===== src/rtl/operand_fetch_pkg.sv =====
// Shared RISC-V decode constants and helpers for the operand fetch stage.
package operand_fetch_pkg;

  localparam int unsigned XLEN    = 32;
  localparam int unsigned OPC_W   = 7;
  localparam int unsigned REG_W   = 5;

  // Base opcodes (instr[6:0])
  localparam logic [OPC_W-1:0] OP     = 7'b0110011;
  localparam logic [OPC_W-1:0] OP_IMM = 7'b0010011;
  localparam logic [OPC_W-1:0] LOAD   = 7'b0000011;
  localparam logic [OPC_W-1:0] STORE  = 7'b0100011;
  localparam logic [OPC_W-1:0] BRANCH = 7'b1100011;
  localparam logic [OPC_W-1:0] JAL    = 7'b1101111;
  localparam logic [OPC_W-1:0] JALR   = 7'b1100111;
  localparam logic [OPC_W-1:0] LUI    = 7'b0110111;
  localparam logic [OPC_W-1:0] AUIPC  = 7'b0010111;

  // Which producer feeds an operand
  typedef enum logic [2:0] {
    SRC_ZERO = 3'd0,
    SRC_EX   = 3'd1,
    SRC_MEM  = 3'd2,
    SRC_WB   = 3'd3,
    SRC_RF   = 3'd4
  } fwd_src_e;

  // U-type and JAL carry immediate bits in the rs1 field
  function automatic logic uses_rs1(input logic [OPC_W-1:0] opc);
    return !((opc == LUI) || (opc == AUIPC) || (opc == JAL));
  endfunction

  // Only register-register, store and branch formats read rs2
  function automatic logic uses_rs2(input logic [OPC_W-1:0] opc);
    return (opc == OP) || (opc == STORE) || (opc == BRANCH);
  endfunction

endpackage


===== src/rtl/fwd_mux.sv =====
// Per-operand bypass selector: x0, EX, MEM, WB, then register file.
module fwd_mux
  import operand_fetch_pkg::*;
#(
  parameter int unsigned RAWIDTH = 5,
  parameter int unsigned DWIDTH  = 32
) (
  input  logic [RAWIDTH-1:0] i_rs,
  input  logic [DWIDTH-1:0]  i_rf_data,
  input  logic               i_ex_wen,
  input  logic               i_ex_is_load,
  input  logic [RAWIDTH-1:0] i_ex_rd,
  input  logic [DWIDTH-1:0]  i_ex_result,
  input  logic               i_mem_wen,
  input  logic [RAWIDTH-1:0] i_mem_rd,
  input  logic [DWIDTH-1:0]  i_mem_result,
  input  logic               i_wb_wen,
  input  logic [RAWIDTH-1:0] i_wb_rd,
  input  logic [DWIDTH-1:0]  i_wb_data,
  output logic [DWIDTH-1:0]  o_operand_c
);

  fwd_src_e w_src;

  // Youngest matching producer wins; rs==0 short-circuits so rd==0 never forwards
  always_comb begin
    w_src = SRC_RF;
    if (i_rs == '0) begin
      w_src = SRC_ZERO;
    end else if (i_ex_wen && !i_ex_is_load && (i_ex_rd == i_rs)) begin
      w_src = SRC_EX;
    end else if (i_mem_wen && (i_mem_rd == i_rs)) begin
      w_src = SRC_MEM;
    end else if (i_wb_wen && (i_wb_rd == i_rs)) begin
      w_src = SRC_WB;
    end
  end

  // Operand data steering
  always_comb begin
    o_operand_c = i_rf_data;
    case (w_src)
      SRC_ZERO: o_operand_c = '0;
      SRC_EX:   o_operand_c = i_ex_result;
      SRC_MEM:  o_operand_c = i_mem_result;
      SRC_WB:   o_operand_c = i_wb_data;
      default:  o_operand_c = i_rf_data;
    endcase
  end

endmodule


===== src/rtl/operand_fetch.sv =====
// ID stage: register read, operand bypass, load-use hazard and ID/EX register.
module operand_fetch
  import operand_fetch_pkg::*;
#(
  parameter int unsigned RAWIDTH = 5,
  parameter int unsigned DWIDTH  = 32
) (
  input  logic               clk,
  input  logic               rst,
  input  logic               if_valid,
  input  logic [XLEN-1:0]    if_instr,
  input  logic [XLEN-1:0]    if_pc,
  output logic               id_ready,
  output logic [RAWIDTH-1:0] rf_addr_a,
  output logic [RAWIDTH-1:0] rf_addr_b,
  input  logic [DWIDTH-1:0]  rf_data_a,
  input  logic [DWIDTH-1:0]  rf_data_b,
  input  logic               ex_wen,
  input  logic               ex_is_load,
  input  logic [RAWIDTH-1:0] ex_rd,
  input  logic [DWIDTH-1:0]  ex_result,
  input  logic               mem_wen,
  input  logic [RAWIDTH-1:0] mem_rd,
  input  logic [DWIDTH-1:0]  mem_result,
  input  logic               wb_wen,
  input  logic [RAWIDTH-1:0] wb_rd,
  input  logic [DWIDTH-1:0]  wb_data,
  input  logic               ex_stall,
  input  logic               flush,
  output logic               idex_valid,
  output logic [XLEN-1:0]    idex_pc,
  output logic [XLEN-1:0]    idex_instr,
  output logic [RAWIDTH-1:0] idex_rd,
  output logic [RAWIDTH-1:0] idex_rs1,
  output logic [RAWIDTH-1:0] idex_rs2,
  output logic [DWIDTH-1:0]  idex_op_a,
  output logic [DWIDTH-1:0]  idex_op_b,
  output logic               load_use_stall
);

  logic [OPC_W-1:0]   w_opcode;
  logic [RAWIDTH-1:0] w_rs1;
  logic [RAWIDTH-1:0] w_rs2;
  logic [RAWIDTH-1:0] w_rd;
  logic               w_uses_rs1;
  logic               w_uses_rs2;
  logic               w_load_use;
  logic [DWIDTH-1:0]  w_op_a;
  logic [DWIDTH-1:0]  w_op_b;

  logic               r_valid;
  logic [XLEN-1:0]    r_pc;
  logic [XLEN-1:0]    r_instr;
  logic [RAWIDTH-1:0] r_rd;
  logic [RAWIDTH-1:0] r_rs1;
  logic [RAWIDTH-1:0] r_rs2;
  logic [DWIDTH-1:0]  r_op_a;
  logic [DWIDTH-1:0]  r_op_b;

  // Field decode
  assign w_opcode   = if_instr[6:0];
  assign w_rs1      = RAWIDTH'(if_instr[19:15]);
  assign w_rs2      = RAWIDTH'(if_instr[24:20]);
  assign w_rd       = RAWIDTH'(if_instr[11:7]);
  assign w_uses_rs1 = uses_rs1(w_opcode);
  assign w_uses_rs2 = uses_rs2(w_opcode);

  assign rf_addr_a  = w_rs1;
  assign rf_addr_b  = w_rs2;

  // Load in EX cannot bypass yet; hold the consumer one cycle until it reaches MEM
  assign w_load_use = if_valid & ex_wen & ex_is_load & (ex_rd != '0) &
                      ((w_uses_rs1 & (w_rs1 == ex_rd)) |
                       (w_uses_rs2 & (w_rs2 == ex_rd)));

  assign load_use_stall = w_load_use;
  assign id_ready       = !ex_stall && !w_load_use;

  fwd_mux #(
    .RAWIDTH (RAWIDTH),
    .DWIDTH  (DWIDTH)
  ) u_fwd_mux_a (
    .i_rs         (w_rs1),
    .i_rf_data    (rf_data_a),
    .i_ex_wen     (ex_wen),
    .i_ex_is_load (ex_is_load),
    .i_ex_rd      (ex_rd),
    .i_ex_result  (ex_result),
    .i_mem_wen    (mem_wen),
    .i_mem_rd     (mem_rd),
    .i_mem_result (mem_result),
    .i_wb_wen     (wb_wen),
    .i_wb_rd      (wb_rd),
    .i_wb_data    (wb_data),
    .o_operand_c  (w_op_a)
  );

  fwd_mux #(
    .RAWIDTH (RAWIDTH),
    .DWIDTH  (DWIDTH)
  ) u_fwd_mux_b (
    .i_rs         (w_rs2),
    .i_rf_data    (rf_data_b),
    .i_ex_wen     (ex_wen),
    .i_ex_is_load (ex_is_load),
    .i_ex_rd      (ex_rd),
    .i_ex_result  (ex_result),
    .i_mem_wen    (mem_wen),
    .i_mem_rd     (mem_rd),
    .i_mem_result (mem_result),
    .i_wb_wen     (wb_wen),
    .i_wb_rd      (wb_rd),
    .i_wb_data    (wb_data),
    .o_operand_c  (w_op_b)
  );

  // ID/EX register: flush > stall hold > load-use bubble > capture
  always_ff @(posedge clk or posedge rst) begin
    if (rst) begin
      r_valid <= 1'b0;
      r_pc    <= '0;
      r_instr <= '0;
      r_rd    <= '0;
      r_rs1   <= '0;
      r_rs2   <= '0;
      r_op_a  <= '0;
      r_op_b  <= '0;
    end else if (flush) begin
      r_valid <= 1'b0;
    end else if (!ex_stall) begin
      r_valid <= if_valid & !w_load_use;
      r_pc    <= if_pc;
      r_instr <= if_instr;
      r_rd    <= w_rd;
      r_rs1   <= w_rs1;
      r_rs2   <= w_rs2;
      r_op_a  <= w_op_a;
      r_op_b  <= w_op_b;
    end
  end

  assign idex_valid = r_valid;
  assign idex_pc    = r_pc;
  assign idex_instr = r_instr;
  assign idex_rd    = r_rd;
  assign idex_rs1   = r_rs1;
  assign idex_rs2   = r_rs2;
  assign idex_op_a  = r_op_a;
  assign idex_op_b  = r_op_b;

endmodule


===== config.mk =====
export PLATFORM = sky130hd
export DESIGN_NAME = operand_fetch
export DESIGN_NICKNAME = d
export VERILOG_FILES = /design/src/rtl/operand_fetch_pkg.sv /design/src/rtl/fwd_mux.sv /design/src/rtl/operand_fetch.sv
export SDC_FILE = /design/constraint.sdc
export NUM_CORES = 1
export LEC_CHECK = 0
export BUFFER_PORTS_ARGS = -buffer_cell sky130_fd_sc_hd__buf_2
export CORE_AREA = 2 2 155 157
export CTS_BUF_LIST = sky130_fd_sc_hd__clkbuf_2 sky130_fd_sc_hd__clkbuf_4 sky130_fd_sc_hd__clkbuf_8
export CTS_CLUSTER_DIAMETER = 30
export DETAILED_ROUTE_END_ITERATION = 10
export DIE_AREA = 0 0 157 159
export SLEW_MARGIN = 20
export SYNTH_ARGS = -nofsm -noshare
export SYNTH_HDL_FRONTEND = slang
export SYNTH_SLANG_ARGS = --single-unit

===== constraint.sdc =====
create_clock -name clk -period 11.1 [get_ports clk]
set_input_delay 1.11 -clock clk [delete_from_list [all_inputs] [get_ports clk]]
set_output_delay 1.11 -clock clk [all_outputs]
set_load 0.005 [all_outputs]

==> out/summary.txt <==
Detailed Route Iter0 Violations: 473
Clock power frac: 33.1%
Root buffer cell: clkbuf_8
Logic pwr share: 23.0%
RePlAce Congestion: 0.819
HP Start: idex_instr[14]$_DFFE_PP0P_
Pre-CTS WS: 6.95 ns
WP data required: 11.48 ns
Chip height: 159 µm
Worst EP arrival: 4.08 ns
CTS tree: done
Worst IR Drop VDD: 0.0000681 V
Final worst setup slack: 7.40 ns
Kind of critical path: in -> reg
Initial Utilization: 31.0%
Min Tclk post-route: 3.70 ns
Dpl hpwl: 21.1 mm
Hold buffer count at CTS: 0
PD cells: 136 nW/µm²
Final Hold Viols: 0
Synth Register Bits: 129
Total number of yosys warnings: 0
Area of the core: 23200 µm²
Syn_nets: 1046
Port-buffer cells: 403
Fin Clk Skew: 0 ns
Initial antenna violation count: 2
Die ar.: 25000 µm²
Placement Rows: 56
Share of cells above drive strength 1: 44.9%
Worst Hold End: idex_instr[14]$_DFFE_PP0P_
Count leader, synth: nand2_1
Hold Crit Class: reg -> reg
Status: complete, no violations
Max frequency: 0.270 GHz
Postcts setup bufs: 0
Static Leakage: 0.00479 µW
Post-synth top area cell: dfrtp_1
Yosys top cell area share: 44.9%
First-pass GRT wire length: 45.2 mm
P_int: 896 µW
Max cap viols: 0
Drt first pass iters: 6
H-tree depth: 4
CP max FO: 22
CTS resizes: 0
RSZ-0062 raised after global routing: false
Hold depth: 2
Tightest Pin Transition: 1.09 ns
Psw: 416 µW
Worst Reg2Reg Path Length in Cells: 2
Largest net degree at the start of global routing: 151
Post-DR wirelength/cell: 20.5 µm
Slew Limit Headroom: 26.8%
CTS Buf Count: 17
# nets final: 1380
Total Power: 1310 µW
Die width: 157 µm
Vias in the first global route: 7684
Critical R2R Launch: idex_op_b[27]$_DFFE_PP0P_
Via density: 5.15
Critical Path Start Type: input pin
Detailed-route DRC error count: 0
Via count: 7544
Area contributors post-synth: dfrtp_1 45%, nand2_1 11%, o221a_2 5.0%
R2R setup slack: 10.26 ns
Post-route setup TNS: 0 ns
Ys flop type: dfrtp_1
Clock buffer depth: 2
Number of synthesized flops with an enable pin: 0
Num ports: 404
Post-Syn Area per Cell: 9.02 µm²
WL final: 30.0 mm
Commonest cells post-synth: 209 x nand2_1, 129 x dfrtp_1, 45 x a21oi_1
All-layer global routing usage: 23.8%
Sequential share of power: 43.9%
Synthesis-to-finish area growth: 33.9%
Post-synthesis cell type count: 44
Clock sinks: 129
Worst Setup End Kind: flip-flop
Sw frac: 31.7%
Grt ovf: 0
Clk_lat worst skew: 0.43 ns
Sequential fraction of the synthesis area: 44.9%
Post-Syn Area: 7200 µm²
Fin. max-slew vios: 0
Setup Viol. Count Final: 0
Cells after Synth: 798
Reg2reg end: idex_op_b[27]$_DFFE_PP0P_
ANT nets after route: 0
Asr flop ratio synth: 100%
CTS clk-pin slew, worst paths: 0.08 ns
Period utilization: 33.4%
per-stage QoR:
stage	hold slack [ns]	utilization [%]	cells	cell area, µm²
2_1_floorplan	0.470	-	798	7200
3_3_place_gp	0.452	39.8	1432	9220
3_5_place_dp	0.456	39.8	1432	9220
4_1_cts	0.477	41.5	1464	9630
5_1_grt	0.491	41.6	1465	9640
6_report	0.474	41.6	1466	9640
power by group through the flow:
stage	registers (µW)	clock network [µW]	logic [µW]
2_1_floorplan	586	0	141
3_3_place_gp	583	0	301
3_5_place_dp	583	0	306
4_1_cts	576	449	306
5_1_grt	583	470	335
6_report	576	435	302
registers in the layout, summed over array words and instances (netlist names):
| register | cells |
|---|---|
| idex_valid | 1 |
| idex_instr | 32 |
| idex_pc | 32 |
| idex_op_b | 32 |
| idex_op_a | 32 |
critical path: stages:
cell and delay, ns:
buf_2 0.15, xnor2_1 0.14, nand4_1 0.56, or2_1 0.92
nand2b_1 0.62, o221ai_1 0.34, o221a_2 0.23
layout by cell type, fill, tap and decap left out, types with 3 or more instances in the layout:
cell type and n:
buf_2 403, nand2_1 209, dfrtp_1 129, a21oi_1 45, nor2_1 37, nor3_1 34
a31oi_1 33, o22ai_1 32, o221a_2 32, o221ai_1 26, o31ai_1 21, clkbuf_8 19
xor2_1 17, o221ai_2 17, inv_1 11, mux2i_1 11, xnor2_1 10, buf_4 9
inv_6 5, nand3_2 4, clkinvlp_4 4, xnor2_2 3, clkinv_4 3
layout make-up:
type | count | area, µm²
clock inverter | 13 | 151
multi-input combinational | 559 | 3440
clock buffer | 19 | 262
timing repair buffer | 413 | 2100
tap | 319 | 399
sequential | 129 | 3230
fill | 2370 | 13600
antenna | 2 | 5.00
inverter | 12 | 50.0
worst max path at each step:
stage	start	endpoint	slack (ns)	cells past startpoint
floorplan	rst	idex_instr[0]$_DFFE_PP0P_	6.55	1
global placement	if_instr[19]	idex_op_a[5]$_DFFE_PP0P_	7.02	8
detailed placement	if_instr[18]	idex_op_a[29]$_DFFE_PP0P_	6.95	7
CTS	if_instr[18]	idex_op_a[29]$_DFFE_PP0P_	7.43	7
global route	if_instr[18]	idex_op_a[27]$_DFFE_PP0P_	7.21	7
finish	if_instr[18]	idex_op_a[27]$_DFFE_PP0P_	7.40	7
per-layer routing:
layer / vias to the layer above / wire length [µm] / share of wire (%) / track usage [%]
met4: 0 / 598 / 2.0 / 7.42
met3: 38 / 2520 / 8.4 / 6.15
met2: 381 / 14500 / 48 / 40.1
li1: 3529 / - / - / -
met1: 3596 / 12300 / 41 / 29.6
met5: - / 0 / 0 / 0
logic make-up (layout without fill, tap and decap cells):
family	count (synthesis)	count (layout)	share of synthesized area (%)
XOR/XNOR	30	30	3.96
flip-flops	129	129	44.9
AND/OR/NAND/NOR	307	307	18.2
multiplexers	11	11	1.53
other	0	2	0
buffers and inverters	110	457	8.05
AO/OA/AOI/OAI	211	211	23.4
No activity file was read; power rests on OpenSTA's default activity.
